### config.mk
export PLATFORM = sky130hd
export DESIGN_NAME = cpld_uart_responder
export DESIGN_NICKNAME = d
export VERILOG_FILES = /design/src/rtl/cpld_uart_responder.sv
export SDC_FILE = /design/constraint.sdc
export NUM_CORES = 1
export LEC_CHECK = 0
export ABC_AREA = 0
export ABC_CLOCK_PERIOD_IN_PS = 2900
export CAP_MARGIN = 0
export CORE_ASPECT_RATIO = 1.1
export CORE_MARGIN = 4
export CORE_UTILIZATION = 54
export DETAILED_ROUTE_END_ITERATION = 8
export PLACE_DENSITY = 0.78
export SLEW_MARGIN = 0
export SYNTH_ARGS = -nofsm -noshare
export SYNTH_HDL_FRONTEND = slang
export SYNTH_SLANG_ARGS = --single-unit
### constraint.sdc
create_clock -name clk -period 2.9 [get_ports clk]
set_input_delay 0.435 -clock clk [delete_from_list [all_inputs] [get_ports clk]]
set_output_delay 0.435 -clock clk [all_outputs]
set_load 0.005 [all_outputs]
### src/rtl/cpld_uart_responder.sv
// Stand-in for the CPLD serial controller: answers uart_rdn/uart_wrn strobes on the
// shared bus, with a receive FIFO fed from a byte stream and a timed transmit engine.
module cpld_uart_responder #(
  parameter int DEPTH     = 4,
  parameter int TX_CYCLES = 8
) (
  input  logic       clk,
  input  logic       rst,
  input  logic       uart_rdn,
  input  logic       uart_wrn,
  output logic       uart_dataready,
  output logic       uart_tbre,
  output logic       uart_tsre,
  input  logic [7:0] bus_din,
  output logic [7:0] bus_dout,
  output logic       bus_oe,
  input  logic [7:0] rx_byte,
  input  logic       rx_valid,
  output logic       rx_ready,
  output logic [7:0] tx_byte,
  output logic       tx_valid,
  input  logic       tx_ready,
  output logic       err_underflow,
  output logic       err_overflow
);

  localparam int AW = $clog2(DEPTH);
  localparam int CW = AW + 1;
  localparam int NW = (TX_CYCLES > 1) ? $clog2(TX_CYCLES) : 1;

  typedef enum logic [1:0] {
    ST_IDLE,
    ST_BUSY,
    ST_OUT
  } state_t;

  // Strobes pass through one sampling stage before edge detection against the history flop.
  logic          rdn_s_q, rdn_s_d, rdn_q, rdn_d;
  logic          wrn_s_q, wrn_s_d, wrn_q, wrn_d;

  logic [7:0]    mem_q [DEPTH];
  logic [AW-1:0] wr_ptr_q, wr_ptr_d;
  logic [AW-1:0] rd_ptr_q, rd_ptr_d;
  logic [CW-1:0] count_q, count_d;

  logic [7:0]    bus_dout_q, bus_dout_d;
  logic          bus_oe_q, bus_oe_d;
  logic          rd_hit_q, rd_hit_d;
  logic          err_underflow_q, err_underflow_d;
  logic          err_overflow_q, err_overflow_d;

  logic [7:0]    wr_data_q, wr_data_d;
  logic [7:0]    hold_q, hold_d;
  logic          hold_full_q, hold_full_d;
  logic [7:0]    shift_q, shift_d;
  logic [NW-1:0] cnt_q, cnt_d;
  state_t        state_q, state_d;
  logic [7:0]    tx_byte_q, tx_byte_d;
  logic          tx_valid_q, tx_valid_d;

  logic          rd_fall, rd_rise, wr_rise;
  logic          push, pop;

  assign rd_fall = rdn_q & ~rdn_s_q;
  assign rd_rise = ~rdn_q & rdn_s_q;
  assign wr_rise = ~wrn_q & wrn_s_q;

  assign rx_ready       = (count_q != CW'(DEPTH));
  assign uart_dataready = (count_q != '0);
  assign push           = rx_valid & rx_ready;
  assign pop            = rd_rise & rd_hit_q;

  assign bus_dout      = bus_dout_q;
  assign bus_oe        = bus_oe_q;
  assign err_underflow = err_underflow_q;
  assign err_overflow  = err_overflow_q;
  assign tx_byte       = tx_byte_q;
  assign tx_valid      = tx_valid_q;
  assign uart_tbre     = ~hold_full_q;
  assign uart_tsre     = ~hold_full_q & (state_q == ST_IDLE);

  always_comb begin
    rdn_s_d         = uart_rdn;
    rdn_d           = rdn_s_q;
    wrn_s_d         = uart_wrn;
    wrn_d           = wrn_s_q;
    wr_ptr_d        = wr_ptr_q;
    rd_ptr_d        = rd_ptr_q;
    count_d         = count_q;
    bus_dout_d      = bus_dout_q;
    bus_oe_d        = bus_oe_q;
    rd_hit_d        = rd_hit_q;
    err_underflow_d = 1'b0;
    err_overflow_d  = 1'b0;
    wr_data_d       = wr_data_q;
    hold_d          = hold_q;
    hold_full_d     = hold_full_q;
    shift_d         = shift_q;
    cnt_d           = cnt_q;
    state_d         = state_q;
    tx_byte_d       = tx_byte_q;
    tx_valid_d      = tx_valid_q;

    if (push) wr_ptr_d = wr_ptr_q + 1'b1;
    if (pop)  rd_ptr_d = rd_ptr_q + 1'b1;
    case ({push, pop})
      2'b10:   count_d = count_q + 1'b1;
      2'b01:   count_d = count_q - 1'b1;
      default: count_d = count_q;
    endcase

    // An empty read still drives the bus (with zero) so the initiator never sees a floating byte.
    if (rd_fall) begin
      bus_oe_d = 1'b1;
      if (count_q != '0) begin
        bus_dout_d = mem_q[rd_ptr_q];
        rd_hit_d   = 1'b1;
      end else begin
        bus_dout_d      = 8'h00;
        rd_hit_d        = 1'b0;
        err_underflow_d = 1'b1;
      end
    end else if (rd_rise) begin
      bus_oe_d = 1'b0;
      rd_hit_d = 1'b0;
    end

    if (!uart_wrn) wr_data_d = bus_din;

    if (wr_rise) begin
      if (!hold_full_q) begin
        hold_d      = wr_data_q;
        hold_full_d = 1'b1;
      end else begin
        err_overflow_d = 1'b1;
      end
    end

    // The shifter only takes from a register that was already full, so it never races a load.
    case (state_q)
      ST_IDLE: begin
        if (hold_full_q) begin
          shift_d     = hold_q;
          hold_full_d = 1'b0;
          cnt_d       = NW'(TX_CYCLES - 1);
          state_d     = ST_BUSY;
        end
      end
      ST_BUSY: begin
        if (cnt_q == '0) begin
          tx_byte_d  = shift_q;
          tx_valid_d = 1'b1;
          state_d    = ST_OUT;
        end else begin
          cnt_d = cnt_q - 1'b1;
        end
      end
      ST_OUT: begin
        if (tx_ready) begin
          tx_valid_d = 1'b0;
          state_d    = ST_IDLE;
        end
      end
      default: state_d = ST_IDLE;
    endcase
  end

  always_ff @(posedge clk) begin
    if (push) mem_q[wr_ptr_q] <= rx_byte;
  end

  always_ff @(posedge clk) begin
    if (rst) begin
      rdn_s_q         <= 1'b1;
      rdn_q           <= 1'b1;
      wrn_s_q         <= 1'b1;
      wrn_q           <= 1'b1;
      wr_ptr_q        <= '0;
      rd_ptr_q        <= '0;
      count_q         <= '0;
      bus_dout_q      <= 8'h00;
      bus_oe_q        <= 1'b0;
      rd_hit_q        <= 1'b0;
      err_underflow_q <= 1'b0;
      err_overflow_q  <= 1'b0;
      wr_data_q       <= 8'h00;
      hold_q          <= 8'h00;
      hold_full_q     <= 1'b0;
      shift_q         <= 8'h00;
      cnt_q           <= '0;
      state_q         <= ST_IDLE;
      tx_byte_q       <= 8'h00;
      tx_valid_q      <= 1'b0;
    end else begin
      rdn_s_q         <= rdn_s_d;
      rdn_q           <= rdn_d;
      wrn_s_q         <= wrn_s_d;
      wrn_q           <= wrn_d;
      wr_ptr_q        <= wr_ptr_d;
      rd_ptr_q        <= rd_ptr_d;
      count_q         <= count_d;
      bus_dout_q      <= bus_dout_d;
      bus_oe_q        <= bus_oe_d;
      rd_hit_q        <= rd_hit_d;
      err_underflow_q <= err_underflow_d;
      err_overflow_q  <= err_overflow_d;
      wr_data_q       <= wr_data_d;
      hold_q          <= hold_d;
      hold_full_q     <= hold_full_d;
      shift_q         <= shift_d;
      cnt_q           <= cnt_d;
      state_q         <= state_d;
      tx_byte_q       <= tx_byte_d;
      tx_valid_q      <= tx_valid_d;
    end
  end

endmodule

==> impl_summary.txt <==
----------------------------------------------------
[Timing]
  Number of max-slew violations in the final report ... 0
  Final setup TNS ... 0 ns
  Count of endpoints failing hold in the final timing report ... 0
  Final setup violation count ... 0
  Max Freq ... 0.433 GHz
  Relative slew margins ... 60.4%
  Setup repair after global routing missed its margin ... no
  Post-route minimum period ... 2.31 ns
  Worst slew pin tran ... 0.592 ns
  Final worst slack ... 0.589 ns
  Max Clock Skew ... between 0.009 and 0.01 ns
  Fin crit share ... 79.7%

[Drt]
  Final antenna-violating net count ... 0
  Pre-Repair DR Iteration Count ... 4
  DRC Markers ... 0
  Total length of routed wires ... 5940 um
  Average wire per cell in the routed design ... 14.6 um
  1st-iter DRT viols ... 129
  Number of vias in the routed layout ... 2154
  Vias per std cell ... roughly 5.3

[Global route]
  Vias in the first global route ... around 2200
  Wire length of the first global-routing pass ... 10100 um
  Overall track demand over capacity in global routing ... between 15 and 20%
  Initial antenna violation count ... 0
  Largest net degree at the start of global routing ... 34
  Gr ovfl total ... 0

[Layout]
  Layout filler cell count ... 464
  Diode count ... 0
  Final Cell Area ... 4290 um^2
  Most frequent cells in the layout ... 64 x dfxtp_1, 45 x nor2_1, 44 x clkdlybuf4s50_1
  Most common cell after layout, fill and taps aside ... dfxtp_1
  Fraction of final layout cells with drive strength greater than 1 ... 11.0%
  Final net count ... 355
  Area added between synthesis and finish ... 19.2%

[Clocking]
  # Post-CTS Setup Buffers ... 0
  Library cell used as clock root buffer ... clkbuf_8
  H-tree depth ... 3
  CTS tree ... built
  Worst-Skew Late Latency ... 0.35 ns
  Clock Sinks ... 96
  Clock Pin Slew Worst Setup and Hold Paths ... roughly 0.090 ns
  CTS hold repair buffers ... 0
  Gates resized, CTS repair ... 0
  Bufs on Longest Clock Path ... 2
  Number of buffers created by CTS ... 9

[Floorplanning]
  Initial core utilization ... 57.0%
  Total number of placement rows ... 30
  Die outline height ... 93.6 um
  Std-Cell Core Area ... approximately 6300 um^2
  Die Wd ... 85.8 um
  Number of top-level pins ... 46
  Area enclosed by the die boundary ... 8030 um^2

[Synth]
  Async set-or-reset flop fraction in the synthesized netlist ... 0%
  Most used DFF post-synth ... dfxtp_1
  Number of synthesized register bits ... 96
  Cell area after technology mapping ... 3600 um^2
  Sequential fraction of the synthesis area ... 62.3%
  Mean Syn Cell Area ... 12.8 um^2
  Post-Syn Nets ... between 300 and 400
  EDFF count, synth ... 32
  Warning count from the yosys run ... 0
  Count of unique library cells instantiated by Yosys ... 40
  Gate count after technology mapping ... 280

[Worst setup path]
  FF-to-FF setup slack ... slightly below 0.6 ns
  Number of cell instances on the worst register-to-register path ... 8
  Startpoint-to-endpoint class of the critical path ... flop to flop
  Launch point of the worst path ... count_q[0]
  Reg-to-reg startpoint ... count_q[0]
  Signal arrival time at the worst endpoint ... 2.58 ns
  Setup crit end kind ... flop
  Crit path max fanout ... 10
  Crit path required time ... roughly 3.2 ns
  Type of element launching the critical path ... flop
  Endpoint of the most critical register-to-register path ... count_q[2]

[Hold path]
  Start point of the worst hold path ... wrn_q
  Class of the tightest hold or removal check ... flop to flop
  Endpoint of the worst hold path ... err_overflow
  Instance count along the most critical hold path ... 1

[Outcome]
  Outcome ... finished clean

[Pwr]
  PwrDens ... 577 nW/um^2
  Peak supply drop ... 330 uV
  Static leakage ... between 1.5 and 2 nW

[Placed design]
  Pre-CTS setup slack ... 0.500 ns
  Global placement routability congestion ... 0.707
  Area after detailed placement ... 4090 um^2
  Half-perimeter wire length after detailed placement ... 4100 um
  Port bufs ... 45

[Flow run]
  Max-cap violation count ... 0

----------------------------------------------------
metal layers:
layer | track usage, % | routed length, um | vias to the layer above
li1 | - | - | 1062
met1 | 20.3 | 2520 | 1043
met2 | 26.9 | 3090 | 42
met3 | 3.88 | 257 | 7
met4 | 7.52 | 78 | 0
met5 | 0 | 0 | -
how the worst max path moves through the flow:
stage,to
floorplan,count_q[2]
global placement,count_q[2]
detailed placement,count_q[2]
CTS,count_q[2]
global route,count_q[2]
finish,count_q[2]
layout make-up:
type | count | area, um^2 | area share [%]
multi-input cells | 157 | 1230 | 28.8
inverters | 11 | 41.3 | 0.963
clock buffers | 12 | 176 | 4.12
clock inverters | 4 | 23.8 | 0.555
flip-flops and latches | 96 | 2240 | 52.3
repair buffers | 48 | 468 | 10.9
well taps | 80 | 100 | 2.34
critical path, stage by stage, from the launching register on:
cell	delay, ns
dfxtp_1	0.35
or3b_1	0.52
nand2_1	0.12
ha_1	0.18
inv_1	0.06
fa_1	0.37
xor2_1	0.16
or3_1	0.32
a21oi_1	0.16
cell families after synthesis:
group / after synthesis / share of synthesized area, %
and+or+nand+nor: 75 / 10.3
AOI/OAI and AO/OA: 28 / 5.43
muxes: 40 / 13.9
buffers and inverters: 27 / 3.34
DFF: 96 / 62.3
xor gates and xnor gates: 4 / 0.974
adders and majority gates: 10 / 3.69
cell usage after synthesis (all sizes together), types with 3 or more instances:
library cell | instances | share of area [%]
edfxtp | 32 | 27
a21oi | 10 | 1.4
or2 | 4 | 0.70
buf | 9 | 1.5
mux4 | 8 | 5.0
nand3 | 3 | 0.42
nor3b | 3 | 0.63
a22o | 8 | 1.9
and3 | 4 | 0.70
dfxtp | 64 | 36
clkbuf | 7 | 0.73
inv | 11 | 1.1
mux2i | 32 | 8.9
nor2 | 45 | 4.7
xor2 | 3 | 0.73
ha | 9 | 3.1
through the flow:
stage	instances	utilization [%]	hold WS [ns]	total power, W
2_1_floorplan	280	-	0.402	0.00158
3_3_place_gp	392	64.8	0.426	0.00165
3_5_place_dp	392	64.8	0.431	0.00166
4_1_cts	408	68.0	0.446	0.00250
5_1_grt	408	68.0	0.458	0.00258
6_report	408	68.0	0.456	0.00247
flip-flops by register name, summed over array words and instances (netlist names), 2 cells and up, named ones only:
register,count
rd_ptr_q,2
wr_ptr_q,2
bus_dout,8
wr_data_q,8
tx_byte,8
count_q,3
shift_q,8
hold_q,8
mem_q,32
cnt_q,3
state_q,2
report_power, final:
part / leakage, nW / total [W] / switching (W) / internal (W)
combinational: 0.637 / 0.000178 / 0.0000846 / 0.0000934
sequential: 0.814 / 0.00145 / 0.0000209 / 0.00143
clock: 0.104 / 0.000844 / 0.000435 / 0.000409
total: 1.55 / 0.00247 / 0.000541 / 0.00193
Power figures use the tool's default switching activity.
